**src/rtl/oclib_averager_multi.sv**
```systemverilog
// Multi-channel leaky-integrator averager with per-channel clear, optional priming and live time-constant reload.
// Latency: one cycle from an accepted sample to outValid/out; outAll tracks the registered accumulators.
// Backpressure: none; one sample per cycle is accepted on any channel, out-of-range channels are dropped.
module oclib_averager_multi #(
    parameter int InWidth      = 1,
    parameter int OutWidth     = 9,
    parameter int NumChannels  = 4,
    parameter int MaxTimeShift = 8,
    parameter int Prime        = 1,
    localparam int ChanWidth   = (NumChannels > 1) ? $clog2(NumChannels) : 1,
    localparam int ShiftWidth  = $clog2(MaxTimeShift + 1)
) (
    input  logic                            clock,
    input  logic                            reset,
    input  logic [InWidth-1:0]              in,
    input  logic                            inValid,
    input  logic [ChanWidth-1:0]            inChannel,
    input  logic [NumChannels-1:0]          clear,
    input  logic                            cfgLoad,
    input  logic [ShiftWidth-1:0]           cfgTimeShift,
    output logic [ShiftWidth-1:0]           timeShift,
    output logic                            outValid,
    output logic [ChanWidth-1:0]            outChannel,
    output logic [OutWidth-1:0]             out,
    output logic [NumChannels*OutWidth-1:0] outAll
);

    // Accumulator holds the average scaled by 2^timeShift, so the top OutWidth bits
    // of the widest setting are the average and the rest are fractional history.
    localparam int TotalWidth = OutWidth + MaxTimeShift;
    localparam int InShift    = OutWidth - InWidth;
    localparam logic [ShiftWidth-1:0] MaxShift = ShiftWidth'(MaxTimeShift);

    logic [TotalWidth-1:0]  acc      [NumChannels];
    logic [TotalWidth-1:0]  acc_nxt  [NumChannels];
    logic [OutWidth-1:0]    avg_cur  [NumChannels];
    logic [NumChannels-1:0] primed;
    logic [NumChannels-1:0] primed_nxt;
    logic [ShiftWidth-1:0]  shift_nxt;
    logic [TotalWidth-1:0]  x;
    logic [TotalWidth-1:0]  base;
    logic [TotalWidth:0]    sum;
    logic [TotalWidth-1:0]  cur_tmp;
    logic [TotalWidth-1:0]  new_tmp;
    logic                   res_vld;
    logic [OutWidth-1:0]    res_avg;

    // Sample is left-aligned into the output range so a 1-bit input averages to a duty cycle.
    assign x = TotalWidth'(in) << InShift;

    // Current per-channel averages from the registered state.
    always_comb begin
        cur_tmp = '0;
        for (int c = 0; c < NumChannels; c++) begin
            cur_tmp    = acc[c] >> timeShift;
            avg_cur[c] = cur_tmp[OutWidth-1:0];
            outAll[c*OutWidth +: OutWidth] = cur_tmp[OutWidth-1:0];
        end
    end

    // Next-state: rescale on reload, then clear or integrate the sample with the new shift.
    always_comb begin
        shift_nxt = timeShift;
        if (cfgLoad) begin
            shift_nxt = (cfgTimeShift > MaxShift) ? MaxShift : cfgTimeShift;
        end
        primed_nxt = primed;
        res_vld    = 1'b0;
        res_avg    = '0;
        base       = '0;
        sum        = '0;
        new_tmp    = '0;
        for (int c = 0; c < NumChannels; c++) begin
            // Reload keeps each average intact by re-expanding it at the new scale.
            base = cfgLoad ? (TotalWidth'(avg_cur[c]) << shift_nxt) : acc[c];
            sum  = (TotalWidth+1)'(base) + (TotalWidth+1)'(x)
                 - (TotalWidth+1)'(base >> shift_nxt);
            acc_nxt[c] = base;
            if (clear[c]) begin
                acc_nxt[c]    = '0;
                primed_nxt[c] = 1'b0;
            end else if (inValid && (inChannel == ChanWidth'(c))) begin
                primed_nxt[c] = 1'b1;
                if ((Prime != 0) && !primed[c]) begin
                    acc_nxt[c] = x << shift_nxt;
                end else if (shift_nxt == '0) begin
                    acc_nxt[c] = x;
                end else begin
                    // Steady state is bounded by x << shift, so the top bit of sum is never set.
                    acc_nxt[c] = sum[TotalWidth-1:0];
                end
                new_tmp = acc_nxt[c] >> shift_nxt;
                res_avg = new_tmp[OutWidth-1:0];
                res_vld = 1'b1;
            end
        end
    end

    // State and result registers; outChannel/out hold their last value between strobes.
    always_ff @(posedge clock or negedge reset) begin
        if (!reset) begin
            for (int c = 0; c < NumChannels; c++) begin
                acc[c] <= '0;
            end
            primed     <= '0;
            timeShift  <= MaxShift;
            outValid   <= 1'b0;
            outChannel <= '0;
            out        <= '0;
        end else begin
            for (int c = 0; c < NumChannels; c++) begin
                acc[c] <= acc_nxt[c];
            end
            primed    <= primed_nxt;
            timeShift <= shift_nxt;
            outValid  <= res_vld;
            if (res_vld) begin
                outChannel <= inChannel;
                out        <= res_avg;
            end
        end
    end

endmodule

```
**config.mk**
```make
export PLATFORM = sky130hd
export DESIGN_NAME = oclib_averager_multi
export DESIGN_NICKNAME = d
export VERILOG_FILES = /design/src/rtl/oclib_averager_multi.sv
export SDC_FILE = /design/constraint.sdc
export NUM_CORES = 1
export LEC_CHECK = 0
export ABC_AREA = 1
export CAP_MARGIN = 20
export CORE_UTILIZATION = 30
export CTS_BUF_LIST = sky130_fd_sc_hd__clkbuf_16
export DETAILED_ROUTE_END_ITERATION = 6
export MAX_ROUTING_LAYER = met4
export PLACE_DENSITY_LB_ADDON = 0.15
export SLEW_MARGIN = 20
export SYNTH_ARGS = -nofsm -noshare
export SYNTH_HDL_FRONTEND = slang
export SYNTH_SLANG_ARGS = --single-unit
```
**constraint.sdc**
```tcl
create_clock -name clock -period 5.25 [get_ports clock]
set_input_delay 0.7875 -clock clock [delete_from_list [all_inputs] [get_ports clock]]
set_output_delay 0.7875 -clock clock [all_outputs]
set_load 0.01 [all_outputs]
```
==> results.sh <==
export IMPL_slew_headroom=0.259
export IMPL_floorplan_rows=84
export IMPL_total_switching_power_mw=3.38
export IMPL_timing_worst_slew_pin_value_ns=1.10
export IMPL_synth_lib_cells_used_distinct=62
export IMPL_crit_arrival_ns=5.84
export IMPL_worstPathMaxFanout=5
export IMPL_drc_errors=5
export IMPL_syn_mean_instance_area_um2=5.65
export IMPL_fin_worst_skew_ns=0.0127
export IMPL_finalCriticalPeriod_ns=5.55
export IMPL_status="finished with violations"
export IMPL_setup_viol=10
export IMPL_overflow=0
export IMPL_grt_first_pass_wirelength_mm=129
export IMPL_min_delay_start="outChannel[1]$_DFFE_PN0P_"
export IMPL_synth_top_flop_cell="sky130_fd_sc_hd__dfrtp_1"
export IMPL_path_delay_family="simple AND/OR/NAND/NOR gates"
export IMPL_cp_num_buf_inv=8
export IMPL_switching_share=0.477
export IMPL_synth_seq_area_share=0.137
export IMPL_regToRegStartpoint="timeShift[0]$_DFF_PN0_"
export IMPL_wl_per_cell_um=20.3
export IMPL_grt_setup_unrepaired="true"
export IMPL_tritoncts_num_sinks=88
export IMPL_met2_length_mm=37.7
export IMPL_drtPass1Iterations=7
export IMPL_worst_hold_stages=2
export IMPL_maxCapViolations=0
export IMPL_drive_above_1_share=0.390
export IMPL_num_antenna_cells=0
export IMPL_place_port_buffers=66
export IMPL_clockRootBuffer="sky130_fd_sc_hd__clkbuf_16"
export IMPL_worst_r2r_path_depth=44
export IMPL_synth_common_cells="sky130_fd_sc_hd__nand2_1, sky130_fd_sc_hd__nand3_1, sky130_fd_sc_hd__inv_1, sky130_fd_sc_hd__o21ai_0, sky130_fd_sc_hd__a21oi_1"
export IMPL_asyncSetResetFlopFracSynth=1.00
export IMPL_pwr_density_cell_nw_per_um2=270
export IMPL_synth_top_cell_area_share=0.213
export IMPL_worst_setup_path_end_kind="register"
export IMPL_wl_met3_mm=6.59
export IMPL_area_growth_pct=62.5
export IMPL_yosys_register_bits=88
export IMPL_start_kind="register"
export IMPL_antenna_left=0
export IMPL_number_of_global_route_vias_before_repair=21800
export IMPL_timing_critical_path_slowest_cell_delay_ns=0.51
export IMPL_dr_first_iter_drc_count=2561
export IMPL_internal_power_component_mw=3.70
export IMPL_mappedNetlistArea_um2=16100
export IMPL_die_area_um2=54700
export IMPL_placement_setup_worst_slack_ns=-1.31
export IMPL_worstHoldEndpoint="outChannel[1]$_DFFE_PN0P_"
export IMPL_critical_path_most_common_cell="sky130_fd_sc_hd__nand2_1"
export IMPL_cts_tree="yes"
export IMPL_floorplan_io_pins=67
export IMPL_routed_wirelength_mm=86.9
export IMPL_synthDominantAreaCellType="sky130_fd_sc_hd__nand2_1"
export IMPL_dr_total_vias=23500
export IMPL_setup_ws_ns=-0.303
export IMPL_grt_antenna_before_repair=0
export IMPL_max_freq_mhz=180
export IMPL_pwr_share_seq=0.114
export IMPL_combinationalPowerShare=0.775
export IMPL_start_util=0.305
export IMPL_global_route_usage_total=0.318
export IMPL_synth_edff_count=0
export IMPL_report_power_total_mw=7.08
export IMPL_cts_max_level=3
export IMPL_tritoncts_buffer_count=9
export IMPL_yosysMostFrequentCell="sky130_fd_sc_hd__nand2_1"
export IMPL_die_height_um=234
export IMPL_total_leakage_power_nw=12.9
export IMPL_drt_vias_per_instance=5.49
export IMPL_type_of_the_most_critical_hold_path="register to register"
export IMPL_grt_start_max_net_pins=61
export IMPL_final_hold_viol_count=0
export IMPL_ys_warn_count=0
export IMPL_place_detailed_hpwl_mm=66.0
export IMPL_highest_signal_layer="met4"
export IMPL_worst_r2r_endpoint="out[3]$_DFFE_PN0P_"
export IMPL_synth_area_leaders="sky130_fd_sc_hd__nand2_1, sky130_fd_sc_hd__nand3_1, sky130_fd_sc_hd__dfrtp_1, sky130_fd_sc_hd__ha_1, sky130_fd_sc_hd__o21ai_0"
export IMPL_slowest_stage="sky130_fd_sc_hd__dfrtp_4"
export IMPL_finalNetCount=3733
export IMPL_report_final_slew_viol_count=0
export IMPL_clock_power_share=0.111
export IMPL_worst_skew_pair_late_latency_ns=0.40
export IMPL_wp_depth=44
export IMPL_routedLengthMet1_mm=40.2
export IMPL_floorplan_core_area_um2=52900
export IMPL_synth_cells=2853
export IMPL_critical_path_required_ns=5.54
export IMPL_cts_hold_fix_buffers=0
export IMPL_place_congestion=0.977
export IMPL_ir_drop_mv=0.143
export IMPL_finalCritPeriodShare=1.06
export IMPL_synth_nets=2996
export IMPL_cts_path_max_buffers=2
export IMPL_die_x_um=234
export IMPL_setup_worst_path_class="register to register"
export IMPL_fin_worst_hold_slack_ns=0.498
export IMPL_r2r_setup_slack_ns=-0.30
export IMPL_cts_clk_slew_worst_paths_ns=0.08
export IMPL_violations="design-rule violations, negative setup slack"
==> metal layers <==
| metal | vias up | GRT usage |
|---|---|---|
| met4 | 0 | 0.0812 |
| met1 | 11200 | 0.448 |
| met3 | 175 | 0.0417 |
| met5 | - | - |
| li1 | 11100 | - |
| met2 | 1053 | 0.475 |
==> through the flow <==
step                      instances  utilization  setup TNS [ns]  instance area, um^2
after floorplan                2853            -               0                16100
after global placement         4116        0.418          -21.71                22100
after detailed placement       4116        0.418          -22.91                22100
after CTS                      4257        0.468           -1.19                24700
after global routing           4283        0.496           -5.14                26200
final                          4283        0.496           -1.88                26200
==> power groups by stage <==
| stage | Clock [mW] | Combinational, mW | Sequential, mW |
|---|---|---|---|
| after floorplan | 0 | 2.19 | 0.787 |
| after global placement | 0 | 4.32 | 0.815 |
| after detailed placement | 0 | 4.32 | 0.813 |
| after CTS | 0.794 | 4.93 | 0.800 |
| after global routing | 0.809 | 5.93 | 0.810 |
| final | 0.784 | 5.49 | 0.806 |
==> layout by cell type (no fill, tap or decap), types with 6 or more instances in the layout <==
| master | instances |
|---|---|
| sky130_fd_sc_hd__o21ai_0 | 117 |
| sky130_fd_sc_hd__nand2_4 | 7 |
| sky130_fd_sc_hd__or2_2 | 26 |
| sky130_fd_sc_hd__nand4_1 | 12 |
| sky130_fd_sc_hd__o21ai_2 | 90 |
| sky130_fd_sc_hd__nand3_2 | 113 |
| sky130_fd_sc_hd__a21oi_1 | 99 |
| sky130_fd_sc_hd__dfrtp_1 | 84 |
| sky130_fd_sc_hd__nor3_4 | 8 |
| sky130_fd_sc_hd__clkdlybuf4s50_1 | 61 |
| sky130_fd_sc_hd__or2_1 | 9 |
| sky130_fd_sc_hd__buf_4 | 753 |
| sky130_fd_sc_hd__nand2_2 | 109 |
| sky130_fd_sc_hd__mux2i_1 | 6 |
| sky130_fd_sc_hd__clkbuf_16 | 10 |
| sky130_fd_sc_hd__buf_6 | 22 |
| sky130_fd_sc_hd__nor2_1 | 87 |
| sky130_fd_sc_hd__o22ai_1 | 42 |
| sky130_fd_sc_hd__ha_4 | 29 |
| sky130_fd_sc_hd__ha_1 | 90 |
| sky130_fd_sc_hd__buf_12 | 28 |
| sky130_fd_sc_hd__o21ai_4 | 10 |
| sky130_fd_sc_hd__o21ai_1 | 74 |
| sky130_fd_sc_hd__nor3_1 | 9 |
| sky130_fd_sc_hd__o211ai_1 | 47 |
| sky130_fd_sc_hd__nand2_1 | 805 |
| sky130_fd_sc_hd__nor3_2 | 10 |
| sky130_fd_sc_hd__a21oi_2 | 38 |
| sky130_fd_sc_hd__inv_2 | 42 |
| sky130_fd_sc_hd__fa_1 | 7 |
| sky130_fd_sc_hd__inv_4 | 6 |
| sky130_fd_sc_hd__nand3_1 | 357 |
| sky130_fd_sc_hd__inv_1 | 238 |
| sky130_fd_sc_hd__nor2_2 | 20 |
| sky130_fd_sc_hd__nand3b_1 | 7 |
==> worst max path at each step <==
stage,slack [ns],to,startpoint
4_1_cts,-0.16,out[3]$_DFFE_PN0P_,timeShift[0]$_DFF_PN0_
6_report,-0.30,out[3]$_DFFE_PN0P_,timeShift[0]$_DFF_PN0_
3_3_place_gp,-1.29,out[3]$_DFFE_PN0P_,cfgTimeShift[3]
5_1_grt,-0.53,out[3]$_DFFE_PN0P_,timeShift[0]$_DFF_PN0_
2_1_floorplan,0.02,out[8]$_DFFE_PN0P_,cfgLoad
3_5_place_dp,-1.31,out[3]$_DFFE_PN0P_,cfgTimeShift[3]
==> layout make-up <==
class | count | area (um^2)
Fill cell | 5304 | 26700
Timing Repair Buffer | 879 | 7360
Clock inverter | 7 | 93.8
Tap cell | 688 | 861
Inverter | 289 | 1120
Clock buffer | 9 | 225
Multi-Input combinational cell | 2319 | 14300
Sequential cell | 88 | 2210
Timing Repair inverter | 4 | 31.3
==> worst reg2reg max path, delay by kind of cell (launching register included) <==
family                   cells  cell delay (ns)
adder cells (fa/ha/maj)      2             0.50
AO/OA/AOI/OAI                8             0.92
buffers and inverters        8             1.00
AND/OR/NAND/NOR             26             2.51
flip-flops                   1             0.51
==> flip-flops by register name, summed over array words and instances, names as in the netlist <==
| register | count |
|---|---|
| outValid | 1 |
| timeShift | 4 |
| out | 9 |
| primed | 4 |
| acc | 68 |
| outChannel | 2 |
==> cells by family after synthesis <==
kind of cell | Yosys count | share of synthesized area
buffers and inverters | 446 | 0.119
xor gates and xnor gates | 2 | 0.00109
and+or+nand+nor | 1596 | 0.428
AOI/OAI and AO/OA | 586 | 0.208
DFF | 88 | 0.137
adders and majority gates | 128 | 0.103
muxes | 7 | 0.00435
==> timing repair <==
action                     CTS  global route
cloned                       9             2
buffers inserted           120            26
pin swaps                  152           194
hold endpoints to repair     0             0
setup endpoints to repair   25            35
gates resized for setup    341           332
No activity file was read; power rests on OpenSTA's default activity.
